**config.mk**
```make
export PLATFORM = sky130hd
export DESIGN_NAME = hazard_controller
export DESIGN_NICKNAME = d
export VERILOG_FILES = /design/src/rtl/pipeline_control_pkg.sv /design/src/rtl/operand_classifier.sv /design/src/rtl/hazard_controller.sv
export SDC_FILE = /design/constraint.sdc
export NUM_CORES = 1
export LEC_CHECK = 0
export ABC_AREA = 1
export BUFFER_PORTS_ARGS = -buffer_cell sky130_fd_sc_hd__buf_2
export CORE_MARGIN = 1.5
export CORE_UTILIZATION = 42
export DETAILED_ROUTE_END_ITERATION = 10
export PLACE_DENSITY_LB_ADDON = 0.05
export SLEW_MARGIN = 20
export SYNTH_ARGS = -nofsm -noshare
export SYNTH_HDL_FRONTEND = slang
export SYNTH_SLANG_ARGS = --single-unit
```
**constraint.sdc**
```tcl
create_clock -name clock -period 2 [get_ports clock]
set_clock_uncertainty 0.05 [all_clocks]
set_input_delay 0.2 -clock clock [delete_from_list [all_inputs] [get_ports clock]]
set_output_delay 0.2 -clock clock [all_outputs]
set_load 0.02 [all_outputs]
```
**src/rtl/pipeline_control_pkg.sv**
```systemverilog
// Shared pipeline-control types: decoded instruction layout, operand usage summary,
// hazard FSM states and the register-match helper.
package pipeline_control_pkg;

  typedef logic [4:0] register_id_t;
  typedef logic [5:0] operation_code_t;
  typedef logic [5:0] function_code_t;

  typedef struct packed {
    operation_code_t opcode;
    function_code_t  funct;
    register_id_t    rs;
    register_id_t    rt;
    register_id_t    rd;
    logic [4:0]      shamt;
    logic [15:0]     immediate;
    logic [25:0]     target;
  } instruction_t;

  localparam operation_code_t OP_SPECIAL = 6'h00;
  localparam operation_code_t OP_JAL     = 6'h03;
  localparam operation_code_t OP_BEQ     = 6'h04;
  localparam operation_code_t OP_BNE     = 6'h05;
  localparam operation_code_t OP_ORI     = 6'h0D;
  localparam operation_code_t OP_LUI     = 6'h0F;
  localparam operation_code_t OP_LW      = 6'h23;
  localparam operation_code_t OP_SW      = 6'h2B;

  localparam function_code_t FN_JR      = 6'h08;
  localparam function_code_t FN_SYSCALL = 6'h0C;
  localparam function_code_t FN_ADDU    = 6'h21;
  localparam function_code_t FN_SUBU    = 6'h23;

  localparam register_id_t REG_NONE = 5'd0;

  typedef struct packed {
    logic         reads_rs;
    logic         reads_rt;
    register_id_t dest;
    logic         is_load;
    logic         is_branch_or_jr;
    logic         is_jump;
    logic         is_syscall;
  } operand_use_t;

  typedef enum logic [1:0] {RUN, DRAIN, HALTED} hazard_state_t;

  // Register 0 is hard-wired, so it can never carry a dependency.
  function automatic logic src_match(logic reads, register_id_t src, register_id_t dest);
    return reads && (src != REG_NONE) && (src == dest);
  endfunction

endpackage

```
**src/rtl/operand_classifier.sv**
```systemverilog
// Combinational decode of a decoded instruction into the registers it reads/writes
// and the control-flow class the hazard logic cares about.
module operand_classifier
  import pipeline_control_pkg::*;
#(
  parameter int LINK_REGISTER = 31
) (
  input  instruction_t i_instruction,
  output operand_use_t o_use
);

  operand_use_t w_use;
  logic         w_unused_bits;

  assign w_unused_bits = ^{i_instruction.shamt, i_instruction.immediate, i_instruction.target};

  always_comb begin
    w_use = '0;
    case (i_instruction.opcode)
      OP_SPECIAL: begin
        case (i_instruction.funct)
          FN_ADDU, FN_SUBU: begin
            w_use.reads_rs = 1'b1;
            w_use.reads_rt = 1'b1;
            w_use.dest     = i_instruction.rd;
          end
          FN_JR: begin
            w_use.reads_rs        = 1'b1;
            w_use.is_branch_or_jr = 1'b1;
            w_use.is_jump         = 1'b1;
          end
          FN_SYSCALL: w_use.is_syscall = 1'b1;
          default: ;
        endcase
      end
      OP_ORI: begin
        w_use.reads_rs = 1'b1;
        w_use.dest     = i_instruction.rt;
      end
      OP_LUI: w_use.dest = i_instruction.rt;
      OP_LW: begin
        w_use.reads_rs = 1'b1;
        w_use.dest     = i_instruction.rt;
        w_use.is_load  = 1'b1;
      end
      OP_SW: begin
        w_use.reads_rs = 1'b1;
        w_use.reads_rt = 1'b1;
      end
      OP_BEQ, OP_BNE: begin
        w_use.reads_rs        = 1'b1;
        w_use.reads_rt        = 1'b1;
        w_use.is_branch_or_jr = 1'b1;
      end
      OP_JAL: begin
        w_use.dest    = register_id_t'(LINK_REGISTER);
        w_use.is_jump = 1'b1;
      end
      default: ;
    endcase
    // A write to $0 is discarded, so it is no producer at all.
    if (w_use.dest == REG_NONE) begin
      w_use.is_load = 1'b0;
    end
  end

  assign o_use = w_use;

endmodule

```
**src/rtl/hazard_controller.sv**
```systemverilog
// Load-use / ID-branch hazard detection, fetch flush and SYSCALL drain/halt FSM
// for the 5-stage core; drives the IF/ID and ID/EX register controls.
module hazard_controller
  import pipeline_control_pkg::*;
#(
  parameter int DRAIN_CYCLES  = 3,
  parameter int LINK_REGISTER = 31
) (
  input  logic         clock,
  input  logic         reset_n,
  input  logic         id_valid,
  input  instruction_t id_instruction,
  input  logic         branch_taken,
  output logic         stall,
  output logic         bubble_ex,
  output logic         flush_if,
  output logic         draining,
  output logic         halted
);

  localparam int CNT_W = (DRAIN_CYCLES > 1) ? $clog2(DRAIN_CYCLES) : 1;

  hazard_state_t      r_state;
  logic [CNT_W-1:0]   r_count;
  register_id_t       r_ex_dest;
  logic               r_ex_is_load;
  register_id_t       r_mem_dest;
  logic               r_mem_is_load;

  operand_use_t w_use;
  logic         w_run;
  logic         w_ex_hit;
  logic         w_mem_hit;
  logic         w_hazard;
  logic         w_advance;
  logic         w_redirect;

  operand_classifier #(
    .LINK_REGISTER(LINK_REGISTER)
  ) u_id_classifier (
    .i_instruction(id_instruction),
    .o_use        (w_use)
  );

  assign w_run     = (r_state == RUN);
  assign w_ex_hit  = src_match(w_use.reads_rs, id_instruction.rs, r_ex_dest)
                   | src_match(w_use.reads_rt, id_instruction.rt, r_ex_dest);
  assign w_mem_hit = src_match(w_use.reads_rs, id_instruction.rs, r_mem_dest)
                   | src_match(w_use.reads_rt, id_instruction.rt, r_mem_dest);

  // Branches resolve in ID, so they also wait for ALU results in EX and loads in MEM.
  assign w_hazard = id_valid && w_run &&
                    ((w_ex_hit && r_ex_is_load) ||
                     (w_use.is_branch_or_jr && w_ex_hit && !r_ex_is_load) ||
                     (w_use.is_branch_or_jr && w_mem_hit && r_mem_is_load));

  assign w_advance  = id_valid && w_run && !w_hazard;
  assign w_redirect = w_use.is_jump || w_use.is_syscall ||
                      (w_use.is_branch_or_jr && branch_taken);

  assign stall     = reset_n && (w_hazard || !w_run);
  assign bubble_ex = reset_n && (w_hazard || !w_run);
  assign flush_if  = reset_n && w_advance && w_redirect;
  assign draining  = reset_n && (r_state == DRAIN);
  assign halted    = reset_n && (r_state == HALTED);

  always_ff @(posedge clock or negedge reset_n) begin
    if (!reset_n) begin
      r_state       <= RUN;
      r_count       <= '0;
      r_ex_dest     <= REG_NONE;
      r_ex_is_load  <= 1'b0;
      r_mem_dest    <= REG_NONE;
      r_mem_is_load <= 1'b0;
    end else begin
      r_mem_dest    <= r_ex_dest;
      r_mem_is_load <= r_ex_is_load;
      if (w_advance) begin
        r_ex_dest    <= w_use.dest;
        r_ex_is_load <= w_use.is_load;
      end else begin
        r_ex_dest    <= REG_NONE;
        r_ex_is_load <= 1'b0;
      end

      case (r_state)
        RUN: begin
          if (w_advance && w_use.is_syscall) begin
            r_state <= DRAIN;
            r_count <= CNT_W'(DRAIN_CYCLES - 1);
          end
        end
        DRAIN: begin
          if (r_count == '0) begin
            r_state <= HALTED;
          end else begin
            r_count <= r_count - CNT_W'(1);
          end
        end
        HALTED:  r_state <= HALTED;
        default: r_state <= RUN;
      endcase
    end
  end

endmodule

```
==> reports/results.tsv <==
stage	metric	value	unit
clock_network	tritoncts	yes	
power	switching_share	39.9	%
drt	remaining_drc_errors	0	
layout	num-nets-final	305	
clock_network	worstSkewPairLatency	0.30	ns
power	vdd_drop_max	345	uV
worst_setup_path	end_kind	output port	
sta	report.final.hold_viol_count	0	
worst_setup_path	worst_setup_path_start_kind	register	
place	detailedPlace.worstSlack	0.0797	ns
grt	maximum_number_of_pins_on_one_net_before_global_route_repair	10	
layout	n_fill_cell	314	
layout	post_route_cells_drive_above_1_share	27.1	%
worst_setup_path	worstPathCellList	xnor2_1, nand3_1, nor2_1, nand3_1, nand2_1, nand2_2, a21oi_2, o21a_1, buf_4	
power	cell_internal_pwr	0.690	mW
logic_synthesis	synth_edf_count	0	
logic_synthesis	postSynthAreaPerCell	7.35	um2
power	power.switching	0.458	mW
logic_synthesis	asyncSetResetFlopFracSynth	100	%
logic_synthesis	unique_masters_post_synth	27	
logic_synthesis	post_synth_net_total	260	
die	die-width	58.7	um
worst_setup_path	timing.critical_path.slowest_stage_cell	dfrtp_1	
logic_synthesis	synth.ff_latch_count	16	
worst_setup_path	crit_path_max_fanout	3	
grt	grt_pass1_wl	4680	um
logic_synthesis	postSynth.topFlopCell	dfrtp_1	
layout	area_used_by_multi_input_combinational_logic	810	um2
logic_synthesis	syn-instance-count	177	
sta	fin_hold_ws	0.149	ns
layout	register_area	400	um2
sta	layout_worst_path_cycle_share	100	%
drt	routed-via-count	1239	
worst_setup_path	worst-setup-path-type	register to output port	
logic_synthesis	syn-cell-area	0.00130	mm2
place	placedInstanceArea	0.00152	mm2
worst_setup_path	cp.arrival	1.76	ns
worst_setup_path	worstSetupStartpoint	r_mem_dest[2]$_DFF_PN0_	
worst_hold_path	worstHoldPathType	input port to register	
layout	layout-area-overhead-vs-synth	23.6	%
drt	first_pass_iters	4	
place	dp_hpwl	2370	um
layout	most-common-layout-cells	nand2_1 (35), buf_2 (33), inv_1 (24), nor2_1 (24), xnor2_1 (19)	
clock_network	htree_num_levels	1	
worst_hold_path	timing.hold.worst.start	id_instruction[47]	
worst_setup_path	path_common_cell	nand3_1	
grt	antenna_found_initial	0	
worst_hold_path	holdPathStages	3	
grt	globalRoute.totalOverflow	0	
worst_setup_path	cell_count_of_the_worst_reg_to_reg_path	8	
clock_network	cts_max_path_buffers	2	
grt	first_global_vias	1144	
sta	slew_headroom	72.9	%
sta	layout_setup_ws	-0.00661	ns
run	cap_violations	0	
layout	final_area	0.00161	mm2
sta	time_the_final_worst_path_needs_with_i_o_delays_and_setup	2.01	ns
status	run_status	finished, violations left	
worst_setup_path	worst_path_largest_cell_delay	0.41	ns
layout	count_of_inserted_antenna_diode_cells	0	
clock_network	number_of_buffers_created_by_cts	3	
die	floorplan.rows	20	
drt	vias_per_cell	4.88	
sta	finalMaxSlewViolations	0	
sta	setup-violations-final	2	
power	p_per_area	714	mW/mm2
sta	fin_tns_setup	-0.0119	ns
status	violations_in_the_final_reports	setup timing	
power	total_leakage_power	0.852	nW
place	place_congestion	0.745	
layout	final_util	53.5	%
drt	detailed_router_s_first_iteration_violation_count	38	
clock_network	library_cell_used_as_clock_root_buffer	clkbuf_4	
sta	fmaxAchievable	0.498	GHz
drt	detail-route-antenna-nets	0	
clock_network	clock_sinks	16	
layout	most_common_cell_after_layout_fill_and_taps_aside	nand2_1	
logic_synthesis	synth-seq-area-share	30.8	%
place	placement.io_buffers	35	
die	die_y	58.7	um
power	p_comb_share	46.4	%
sta	max_slew.worst_pin.slew	0.404	ns
die	die_outline_area	0.00344	mm2
die	start_util	43.3	%
sta	grt_setup_unrepaired	yes	
clock_network	clk_pin_slew_worst_paths	0.10	ns
grt	global_route_usage_over_all_layers	17.9	%
die	core_area	0.00300	mm2
power	power.share.clock	19.2	%
die	ios	83	
worst_setup_path	worst-endpoint-required	1.75	ns
drt	postRouteWirelength	2910	um
drt	route.detailed.wl_per_inst	11.5	um
worst_setup_path	worstReg2RegStart	r_state[1]$_DFFE_PN0P_	
power	p_seq_share	34.4	%
logic_synthesis	yosys_warnings	0	
critical path, delay by kind of cell, from the launching register on:
family | cells | cell delay [ns]
AND/OR/NAND/NOR | 5 | 0.45
flip-flops | 1 | 0.41
AO/OA/AOI/OAI | 2 | 0.29
XOR/XNOR | 1 | 0.16
buffers and inverters | 1 | 0.14
flip-flops by register name, summed over array words and instances, names as in the netlist:
name	flops
r_mem_dest	5
r_count	2
r_ex_dest	5
r_state	2
r_mem_is_load	1
r_ex_is_load	1
area by class of cell:
class	count	share of cell area [%]
inverters	24	5.60
repair buffers	41	14.3
clock buffers	4	2.26
multi-input cells	136	50.4
well taps	33	2.57
flip-flops and latches	16	24.9
worst paths after layout:
| check | slack, ns | endpoint |
|---|---|---|
| worst max register to register | 0.36 | r_count[0]$_DFFE_PN0P_ |
| worst max-delay path | -0.007 | bubble_ex |
| worst min-delay path | 0.15 | r_ex_dest[0]$_DFF_PN0_ |
| max in group asynchronous | 1.21 | r_state[0]$_DFFE_PN0P_ |
| min in group asynchronous | 0.41 | r_mem_dest[2]$_DFF_PN0_ |
| worst min register to register | 0.34 | r_mem_is_load$_DFF_PN0_ |
kinds of logic after synthesis:
kind of cell | Yosys count | synth area share [%]
and+or+nand+nor | 99 | 37.8
buffers and inverters | 25 | 7.50
xor gates and xnor gates | 20 | 13.5
DFF | 16 | 30.8
AOI/OAI and AO/OA | 12 | 5.67
adders and majority gates | 5 | 4.81
cells in the mapped netlist, drive strengths merged, types with 2 or more instances:
cell | number | area share [%]
a21oi | 2 | 0.77
dfrtp | 16 | 31
nor2 | 29 | 10
a221oi | 2 | 1.3
nand3 | 20 | 9.4
a31oi | 3 | 1.4
nor3 | 3 | 1.2
o21ai | 4 | 1.5
xnor2 | 19 | 13
nor4 | 2 | 0.96
inv | 24 | 6.9
nand2 | 40 | 13
nand4 | 3 | 1.9
ha | 5 | 4.8
power by group through the flow:
stage	registers (mW)	logic, mW	clock network, mW
floorplan	0.395	0.379	0
global placement	0.400	0.488	0
detailed placement	0.402	0.515	0
CTS	0.395	0.534	0.227
global route	0.399	0.595	0.231
finish	0.394	0.532	0.221
metal layers:
layer  part of all wire (%)  wire [um]  global-route usage (%)  vias to the layer above
li1                       -          -                       -                      652
met1                     46       1350                    22.0                      555
met2                     49       1430                    31.6                       27
met3                    2.7         79                    1.98                        5
met4                    1.9         55                    7.79                        0
met5                      0          0                       0                        -
through the flow:
stage	power, mW	std cells
final	1.15	254
after global routing	1.23	254
after CTS	1.16	251
after detailed placement	0.917	245
after global placement	0.888	245
after floorplan	0.774	177
timing repair:
action / 4_1_cts / 5_1_grt
hold buffers: 2 / 0
cloned: 0 / 0
endpoints found under the hold margin: 8 / 0
gates resized for setup: 4 / 0
setup endpoints to repair: 3 / 3
setup buffers: 0 / 3
(Power assumes the default switching activity.)
